===== src/rtl/mem_pkg.sv =====
// ============================================================================
// Module      : mem_pkg
// Description : Shared definitions for the MEM stage: funct3 codes, FSM state
//               type and bus lane helpers (byte enables, store data, misalign).
// Revision    : 1.0 - initial release
// ============================================================================
`default_nettype none

package mem_pkg;

    localparam logic [2:0] F3_LB  = 3'b000;
    localparam logic [2:0] F3_LH  = 3'b001;
    localparam logic [2:0] F3_LW  = 3'b010;
    localparam logic [2:0] F3_LBU = 3'b100;
    localparam logic [2:0] F3_LHU = 3'b101;

    typedef enum logic [1:0] {
        ST_IDLE = 2'd0,
        ST_REQ  = 2'd1,
        ST_RESP = 2'd2,
        ST_DONE = 2'd3
    } state_e;

    // funct3[1:0]: 00 byte, 01 half, anything else is a full word
    function automatic logic [3:0] gen_be(input logic [2:0] funct3, input logic [1:0] addr_lo);
        case (funct3[1:0])
            2'b00:   gen_be = 4'b0001 << addr_lo;
            2'b01:   gen_be = 4'b0011 << {addr_lo[1], 1'b0};
            default: gen_be = 4'hF;
        endcase
    endfunction

    function automatic logic [31:0] gen_wdata(input logic [2:0] funct3, input logic [31:0] data);
        case (funct3[1:0])
            2'b00:   gen_wdata = {4{data[7:0]}};
            2'b01:   gen_wdata = {2{data[15:0]}};
            default: gen_wdata = data;
        endcase
    endfunction

    function automatic logic is_misaligned(input logic [2:0] funct3, input logic [1:0] addr_lo);
        case (funct3[1:0])
            2'b00:   is_misaligned = 1'b0;
            2'b01:   is_misaligned = addr_lo[0];
            default: is_misaligned = |addr_lo;
        endcase
    endfunction

endpackage

`default_nettype wire


===== src/rtl/dmem_if.sv =====
// ============================================================================
// Module      : dmem_if
// Description : Data-memory bus with request/grant/response handshake.
// Revision    : 1.0 - initial release
// ============================================================================
`default_nettype none

interface dmem_if #(
    parameter int DW = 32
);
    logic            req;
    logic            we;
    logic [DW-1:0]   addr;
    logic [DW-1:0]   wdata;
    logic [DW/8-1:0] be;
    logic            gnt;
    logic            rvalid;
    logic [DW-1:0]   rdata;

    modport master (
        output req, we, addr, wdata, be,
        input  gnt, rvalid, rdata
    );

    modport slave (
        input  req, we, addr, wdata, be,
        output gnt, rvalid, rdata
    );
endinterface

`default_nettype wire


===== src/rtl/load_align.sv =====
// ============================================================================
// Module      : load_align
// Description : Selects the addressed byte/halfword lane of a read word and
//               sign- or zero-extends it to 32 bits.
// Revision    : 1.0 - initial release
// ============================================================================
`default_nettype none

module load_align
    import mem_pkg::*;
(
    input  logic [31:0] rdata_i,
    input  logic [1:0]  addr_lo_i,
    input  logic [2:0]  funct3_i,
    output logic [31:0] result_o
);
    logic [7:0]  byte_sel;
    logic [15:0] half_sel;

    always_comb begin
        byte_sel = rdata_i[{addr_lo_i, 3'b000} +: 8];
        // halfword lane ignores addr[0]
        half_sel = rdata_i[{addr_lo_i[1], 4'b0000} +: 16];
        case (funct3_i)
            F3_LB:   result_o = {{24{byte_sel[7]}}, byte_sel};
            F3_LH:   result_o = {{16{half_sel[15]}}, half_sel};
            F3_LBU:  result_o = {24'd0, byte_sel};
            F3_LHU:  result_o = {16'd0, half_sel};
            default: result_o = rdata_i;
        endcase
    end
endmodule

`default_nettype wire


===== src/rtl/mem_access_stage.sv =====
// ============================================================================
// Module      : mem_access_stage
// Description : RV32 MEM pipeline stage; runs loads/stores over dmem_if and
//               stalls the pipeline while an access is outstanding.
//               Define MEM_MISALIGN_TRAP_EN to trap misaligned accesses.
// Revision    : 1.0 - initial release
// ============================================================================
`default_nettype none

module mem_access_stage
    import mem_pkg::*;
#(
    parameter int DATAWIDTH = 32,
    parameter int REGINDEX  = 5
) (
    input  logic                 clk,
    input  logic                 rst,
    input  logic [DATAWIDTH-1:0] alu_result_i,
    input  logic [DATAWIDTH-1:0] store_data_i,
    input  logic [2:0]           funct3_i,
    input  logic                 mem_read_i,
    input  logic                 mem_write_i,
    input  logic [REGINDEX-1:0]  rd_i,
    input  logic [1:0]           wbsel_i,
    input  logic                 regwrite_i,
    input  logic [31:0]          pc_i,
    output logic [DATAWIDTH-1:0] data_mem_o,
    output logic [DATAWIDTH-1:0] data_alu_o,
    output logic [REGINDEX-1:0]  rd_o,
    output logic [1:0]           wbsel_o,
    output logic [31:0]          pc_o,
    output logic                 regwrite_o,
    output logic                 stall_o,
    output logic                 misalign_o,
    dmem_if.master               dmem
);
    state_e               state_q,   state_d;
    logic [DATAWIDTH-3:0] waddr_q,   waddr_d;
    logic                 we_q,      we_d;
    logic [3:0]           be_q,      be_d;
    logic [31:0]          wdata_q,   wdata_d;
    logic [31:0]          rdata_q,   rdata_d;
    logic [2:0]           funct3_q,  funct3_d;
    logic [1:0]           addr_lo_q, addr_lo_d;

    logic        mem_op;
    logic        misaligned;
    logic        start;
    logic [31:0] load_fmt;

    load_align u_load_align (
        .rdata_i   (dmem.rdata),
        .addr_lo_i (addr_lo_q),
        .funct3_i  (funct3_q),
        .result_o  (load_fmt)
    );

    always_comb begin
        mem_op = mem_read_i | mem_write_i;
`ifdef MEM_MISALIGN_TRAP_EN
        misaligned = is_misaligned(funct3_i, alu_result_i[1:0]);
`else
        misaligned = 1'b0;
`endif
        start      = (state_q == ST_IDLE) && mem_op && !misaligned;
        misalign_o = (state_q == ST_IDLE) && mem_op && misaligned;
        stall_o    = start || (state_q == ST_REQ) || (state_q == ST_RESP);
        regwrite_o = regwrite_i && !misalign_o;

        state_d   = state_q;
        waddr_d   = waddr_q;
        we_d      = we_q;
        be_d      = be_q;
        wdata_d   = wdata_q;
        rdata_d   = rdata_q;
        funct3_d  = funct3_q;
        addr_lo_d = addr_lo_q;

        case (state_q)
            ST_IDLE: begin
                // Capture the request so the bus stays stable while waiting for gnt
                if (start) begin
                    state_d   = ST_REQ;
                    waddr_d   = alu_result_i[DATAWIDTH-1:2];
                    we_d      = mem_write_i;
                    be_d      = gen_be(funct3_i, alu_result_i[1:0]);
                    wdata_d   = gen_wdata(funct3_i, store_data_i);
                    funct3_d  = funct3_i;
                    addr_lo_d = alu_result_i[1:0];
                end
            end
            ST_REQ: begin
                if (dmem.gnt) state_d = ST_RESP;
            end
            ST_RESP: begin
                if (dmem.rvalid) begin
                    if (!we_q) rdata_d = load_fmt;
                    state_d = ST_DONE;
                end
            end
            ST_DONE: state_d = ST_IDLE;
            default: state_d = ST_IDLE;
        endcase
    end

    always_ff @(posedge clk or posedge rst) begin
        if (rst) begin
            state_q   <= ST_IDLE;
            waddr_q   <= '0;
            we_q      <= 1'b0;
            be_q      <= 4'h0;
            wdata_q   <= 32'h0;
            rdata_q   <= 32'h0;
            funct3_q  <= 3'b000;
            addr_lo_q <= 2'b00;
        end else begin
            state_q   <= state_d;
            waddr_q   <= waddr_d;
            we_q      <= we_d;
            be_q      <= be_d;
            wdata_q   <= wdata_d;
            rdata_q   <= rdata_d;
            funct3_q  <= funct3_d;
            addr_lo_q <= addr_lo_d;
        end
    end

    assign dmem.req   = (state_q == ST_REQ);
    assign dmem.we    = we_q;
    assign dmem.addr  = {waddr_q, 2'b00};
    assign dmem.be    = be_q;
    assign dmem.wdata = wdata_q;

    assign data_mem_o = rdata_q;
    assign data_alu_o = alu_result_i;
    assign rd_o       = rd_i;
    assign wbsel_o    = wbsel_i;
    assign pc_o       = pc_i;

endmodule

`default_nettype wire

===== src/flat_wrapper.sv =====
// flat-port wrapper written by rule: the top's interface ports become plain ports
module mem_access_stage_flat import mem_pkg::*;
#(
    parameter int DATAWIDTH = 32,
    parameter int REGINDEX  = 5
)
  (clk, rst, alu_result_i, store_data_i, funct3_i, mem_read_i, mem_write_i, rd_i, wbsel_i, regwrite_i, pc_i, data_mem_o, data_alu_o, rd_o, wbsel_o, pc_o, regwrite_o, stall_o, misalign_o, dmem_req, dmem_we, dmem_addr, dmem_wdata, dmem_be, dmem_gnt, dmem_rvalid, dmem_rdata);
  dmem_if dmem_i ();
  input  logic clk;
  input  logic rst;
  input  logic [DATAWIDTH-1:0] alu_result_i;
  input  logic [DATAWIDTH-1:0] store_data_i;
  input  logic [2:0] funct3_i;
  input  logic mem_read_i;
  input  logic mem_write_i;
  input  logic [REGINDEX-1:0] rd_i;
  input  logic [1:0] wbsel_i;
  input  logic regwrite_i;
  input  logic [31:0] pc_i;
  output logic [DATAWIDTH-1:0] data_mem_o;
  output logic [DATAWIDTH-1:0] data_alu_o;
  output logic [REGINDEX-1:0] rd_o;
  output logic [1:0] wbsel_o;
  output logic [31:0] pc_o;
  output logic regwrite_o;
  output logic stall_o;
  output logic misalign_o;
  output wire logic [$bits(dmem_i.req)-1:0] dmem_req;
  output wire logic [$bits(dmem_i.we)-1:0] dmem_we;
  output wire logic [$bits(dmem_i.addr)-1:0] dmem_addr;
  output wire logic [$bits(dmem_i.wdata)-1:0] dmem_wdata;
  output wire logic [$bits(dmem_i.be)-1:0] dmem_be;
  input wire logic [$bits(dmem_i.gnt)-1:0] dmem_gnt;
  input wire logic [$bits(dmem_i.rvalid)-1:0] dmem_rvalid;
  input wire logic [$bits(dmem_i.rdata)-1:0] dmem_rdata;
  assign dmem_req = dmem_i.req;
  assign dmem_we = dmem_i.we;
  assign dmem_addr = dmem_i.addr;
  assign dmem_wdata = dmem_i.wdata;
  assign dmem_be = dmem_i.be;
  assign dmem_i.gnt = dmem_gnt;
  assign dmem_i.rvalid = dmem_rvalid;
  assign dmem_i.rdata = dmem_rdata;
  mem_access_stage #(.DATAWIDTH(DATAWIDTH), .REGINDEX(REGINDEX)) u_core (.clk(clk), .rst(rst), .alu_result_i(alu_result_i), .store_data_i(store_data_i), .funct3_i(funct3_i), .mem_read_i(mem_read_i), .mem_write_i(mem_write_i), .rd_i(rd_i), .wbsel_i(wbsel_i), .regwrite_i(regwrite_i), .pc_i(pc_i), .data_mem_o(data_mem_o), .data_alu_o(data_alu_o), .rd_o(rd_o), .wbsel_o(wbsel_o), .pc_o(pc_o), .regwrite_o(regwrite_o), .stall_o(stall_o), .misalign_o(misalign_o), .dmem(dmem_i));
endmodule

===== config.mk =====
export PLATFORM = sky130hd
export DESIGN_NAME = mem_access_stage_flat
export DESIGN_NICKNAME = d
export VERILOG_FILES = /design/src/rtl/mem_pkg.sv /design/src/rtl/dmem_if.sv /design/src/rtl/load_align.sv /design/src/rtl/mem_access_stage.sv /design/src/flat_wrapper.sv
export SDC_FILE = /design/constraint.sdc
export NUM_CORES = 1
export LEC_CHECK = 0
export CORE_MARGIN = 1.5
export CORE_UTILIZATION = 25
export CTS_CLUSTER_DIAMETER = 150
export DETAILED_ROUTE_END_ITERATION = 12
export GPL_TIMING_DRIVEN = 1
export PLACE_DENSITY = 0.61
export SYNTH_ARGS = -nofsm -noshare
export SYNTH_HDL_FRONTEND = slang
export SYNTH_SLANG_ARGS = --single-unit

===== constraint.sdc =====
create_clock -name clk -period 3.7 [get_ports clk]
set_input_delay 0.74 -clock clk [delete_from_list [all_inputs] [get_ports clk]]
set_output_delay 0.74 -clock clk [all_outputs]
set_load 0.01 [all_outputs]

==> implementation parameters <==
Parameter                              Value

Synthesis
  Per-instance average area after synthesis    10.8 um2
  Cells after synthesis    524
  Synthesized cell area    5650 um2
  Count of unique library cells instantiated by Yosys    42
  Register bit total from synthesis    106
  Sequential share of the synthesized area    46.9%
  YS warnings    0

Power and ir drop
  Static leakage    3.30 nW
  Power per cell area    800 nW/um2
  Maximum ir drop on the vdd rail    0.642 mV

Worst setup path
  Classification of the worst setup path    in -> out
  Series of cell instances along the critical path    clkdlybuf4s50_1 -> o21ai_4 -> nand2_1 -> clkdlybuf4s50_1
  Highest-delay cell along the critical path    clkdlybuf4s50_1
  Worst endpoint required time    2960 ps
  Crit path launch type    primary input
  Critical-path maximum fanout    3
  Data arrival time of the worst path    1990 ps
  Setup crit end kind    output port
  Most frequent cell on the critical path    clkdlybuf4s50_1
  Maximum cell stage delay along the critical path    560 ps

CTS
  TritonCTS clock tree    yes
  Clock latency on the worst-skew pair    350 ps
  TritonCTS Buffers    9
  Clock Root Buffer    clkbuf_16
  Number of gates resized after CTS    0
  Setup bufs post-CTS    0
  Maximum root-to-sink buffer count    2
  Worst-path clk slew    80 ps
  Number of H-tree levels    3
  Sink Count    106
  CTS Hold Buffers Added    0

Detailed routing
  Routed wire length on met3    1590 um
  Top layer reached by signal wires    met4
  Met1 wire length    7100 um
  Amount of wire on met2 after detailed routing    7790 um
  Detailed-route via count    4393
  Detailed Routing Iterations Pass 1    4
  Final wirelength    16800 um
  Via-to-Cell Ratio    4.56
  Average wire length per cell after detail routing    17.5 um
  DRC violations left    0
  DRT antenna net count    0
  Initial DRC Count    148

Job
  Number of max-capacitance violations reported    0

Final layout
  Layout cell share with drive strength beyond 1    15.1%
  Final standard cell count with taps included and fillers excluded    963
  Final antenna diode count    0
  Area delta synth->final    43.6%
  Fill cells    2222
  # nets final    826

Global route
  Number of global-route vias before repair    4539
  GR Overflow Total    0
  Initial antenna violation count    0
  Global-route wire length before repair    25900 um
  Largest net degree at the start of global routing    94
  Overall Global Routing Usage    14.2%

STA
  Count of final hold-check violations    0
  Total setup violations reported at the end of the flow    0
  Unrepaired setup endpoints after global routing    no
  Rel. slew slack    44.0%
  Period utilization    73.9%
  Fin. max-slew vios    0
  Post-layout minimum cycle time    2730 ps
  Sum Neg Setup Slack    0 ps
  Least-Margin Pin Slew    840 ps
  Maximum clock frequency    366 MHz
  Worst setup skew after layout    10.2 ps

Floorplan
  Core Region    22000 um2
  Die Area    23500 um2
  Width of the die    153 um
  Initial Util    25.7%
  Number of top-level pins    321
  Number of standard-cell rows in the floorplan    54
  Die Ht    153 um

Place
  Number of port buffers    237
  Placed cell count    947
  Half-perimeter wire length after placement    12200 um
  Final weighted congestion in routability-driven placement    0.807

Status
  Run status    finished clean

Min path
  Worst hold path type    reg -> reg
worst paths after layout:
check                                        endpoint                start  cells past startpoint  slack (ps)
worst max-delay path                          stall_o          mem_write_i                      4         970
worst min-delay path                u_core.dmem.be[1]    u_core.dmem.be[1]                      2         480
worst max register to register  u_core.data_mem_o[26]  u_core.addr_lo_q[1]                      3        1490
worst min register to register      u_core.dmem.be[1]    u_core.dmem.be[1]                      2         480
max in group asynchronous       u_core.dmem.wdata[22]                  rst                      3        2220
min in group asynchronous           u_core.dmem.be[3]                  rst                      2         810
logic make-up after synthesis:
family | synth area share (%)
AO/OA/AOI/OAI | 12.7
flip-flops | 46.9
adder cells (fa/ha/maj) | 0.664
multiplexers | 18.4
AND/OR/NAND/NOR | 8.06
buffers and inverters | 13.2
other | 0.0664
layout make-up:
type                    instances  area (um2)  share of cell area [%]
clock buffers                   9         225                    2.78
clock inverters                 7         101                    1.25
inverters                       8        32.5                   0.401
multi-input cells             305        2270                    28.0
flip-flops and latches        106        2650                    32.7
well taps                     280         350                    4.32
repair buffers                248        2480                    30.6
sequential cells by signal, indices dropped and copies added, names as in the netlist:
name and count:
u_core.addr_lo_q 2, u_core.dmem.be 4, u_core.data_mem_o 32, u_core.dmem.we 1
u_core.dmem.wdata 32, u_core.waddr_q 30, u_core.state_q 2, u_core.funct3_q 3
cells in the mapped netlist, drive strengths merged:
library cell | count | area [um2]
dfrtp | 106 | 2650
a211oi | 7 | 52.6
nand3b | 1 | 7.51
nand2 | 49 | 184
o21ai | 32 | 160
a22oi | 2 | 20.0
clkbuf | 11 | 41.3
o31ai | 7 | 52.6
nor2b | 4 | 25.0
inv | 8 | 30.0
nor2 | 26 | 100
o32a | 1 | 10.0
buf | 96 | 676
a31oi | 7 | 43.8
a221oi | 1 | 8.76
mux4 | 1 | 22.5
nor3b | 4 | 35.0
a31o | 1 | 8.76
or2 | 1 | 6.26
and3b | 2 | 17.5
and4b | 1 | 10.0
a21oi | 20 | 100
o22ai | 17 | 169
nor3 | 1 | 5.00
a2111o | 1 | 11.3
or3b | 1 | 8.76
ha | 3 | 37.5
o32ai | 8 | 70.1
mux2i | 34 | 340
conb | 1 | 3.75
nand2b | 9 | 56.3
mux2 | 60 | 676
a2111oi | 1 | 8.76
power by group:
group | total (W) | switching (W) | internal (W)
registers | 0.00219 | 0.000436 | 0.00175
clock network | 0.00109 | 0.000486 | 0.000601
logic | 0.00322 | 0.00139 | 0.00183
total | 0.00649 | 0.00231 | 0.00418
critical path: cells and delay by family:
family | cells | cell delay (ps)
AND/OR/NAND/NOR | 1 | 70
buffers and inverters | 2 | 1090
AO/OA/AOI/OAI | 1 | 90
stage by stage:
stage          utilization [%]  worst slack (ps)  cell area (um2)  hold slack, ps  total power (W)
2_1_floorplan                -               171             5660             500          0.00384
3_3_place_gp              35.3               977             7780             462          0.00542
3_5_place_dp              35.3               979             7780             467          0.00546
4_1_cts                   36.8               970             8110             486          0.00659
5_1_grt                   36.8               892             8110             509          0.00694
6_report                  36.8               967             8110             481          0.00649
cells in the final DEF (no fill, tap or decap), types with 3 or more instances in the layout:
master           netlist  routed
mux2_2                59      59
dfrtp_1              106     106
clkbuf_16              0       9
a21oi_1               20      20
nand2b_1               9       9
nor3b_1                3       3
mux2i_1               34      34
inv_1                  8       7
clkdlybuf4s50_1        0     237
nand2_1               49      49
ha_1                   3       3
nor2b_1                4       4
o31ai_1                7       7
o21ai_0               31      31
a211oi_1               7       7
o22ai_1                7       7
a31oi_1                7       7
conb_1                 1       3
o22ai_2               10      10
o32ai_1                8       8
buf_4                 77       9
nor2_1                25      25
metal layers:
layer,GRT usage [%],up-vias
met5,0,-
met4,5.46,0
met3,5.76,21
met2,22.8,209
met1,16.9,2098
li1,-,2065
Power figures use the tool's default switching activity.
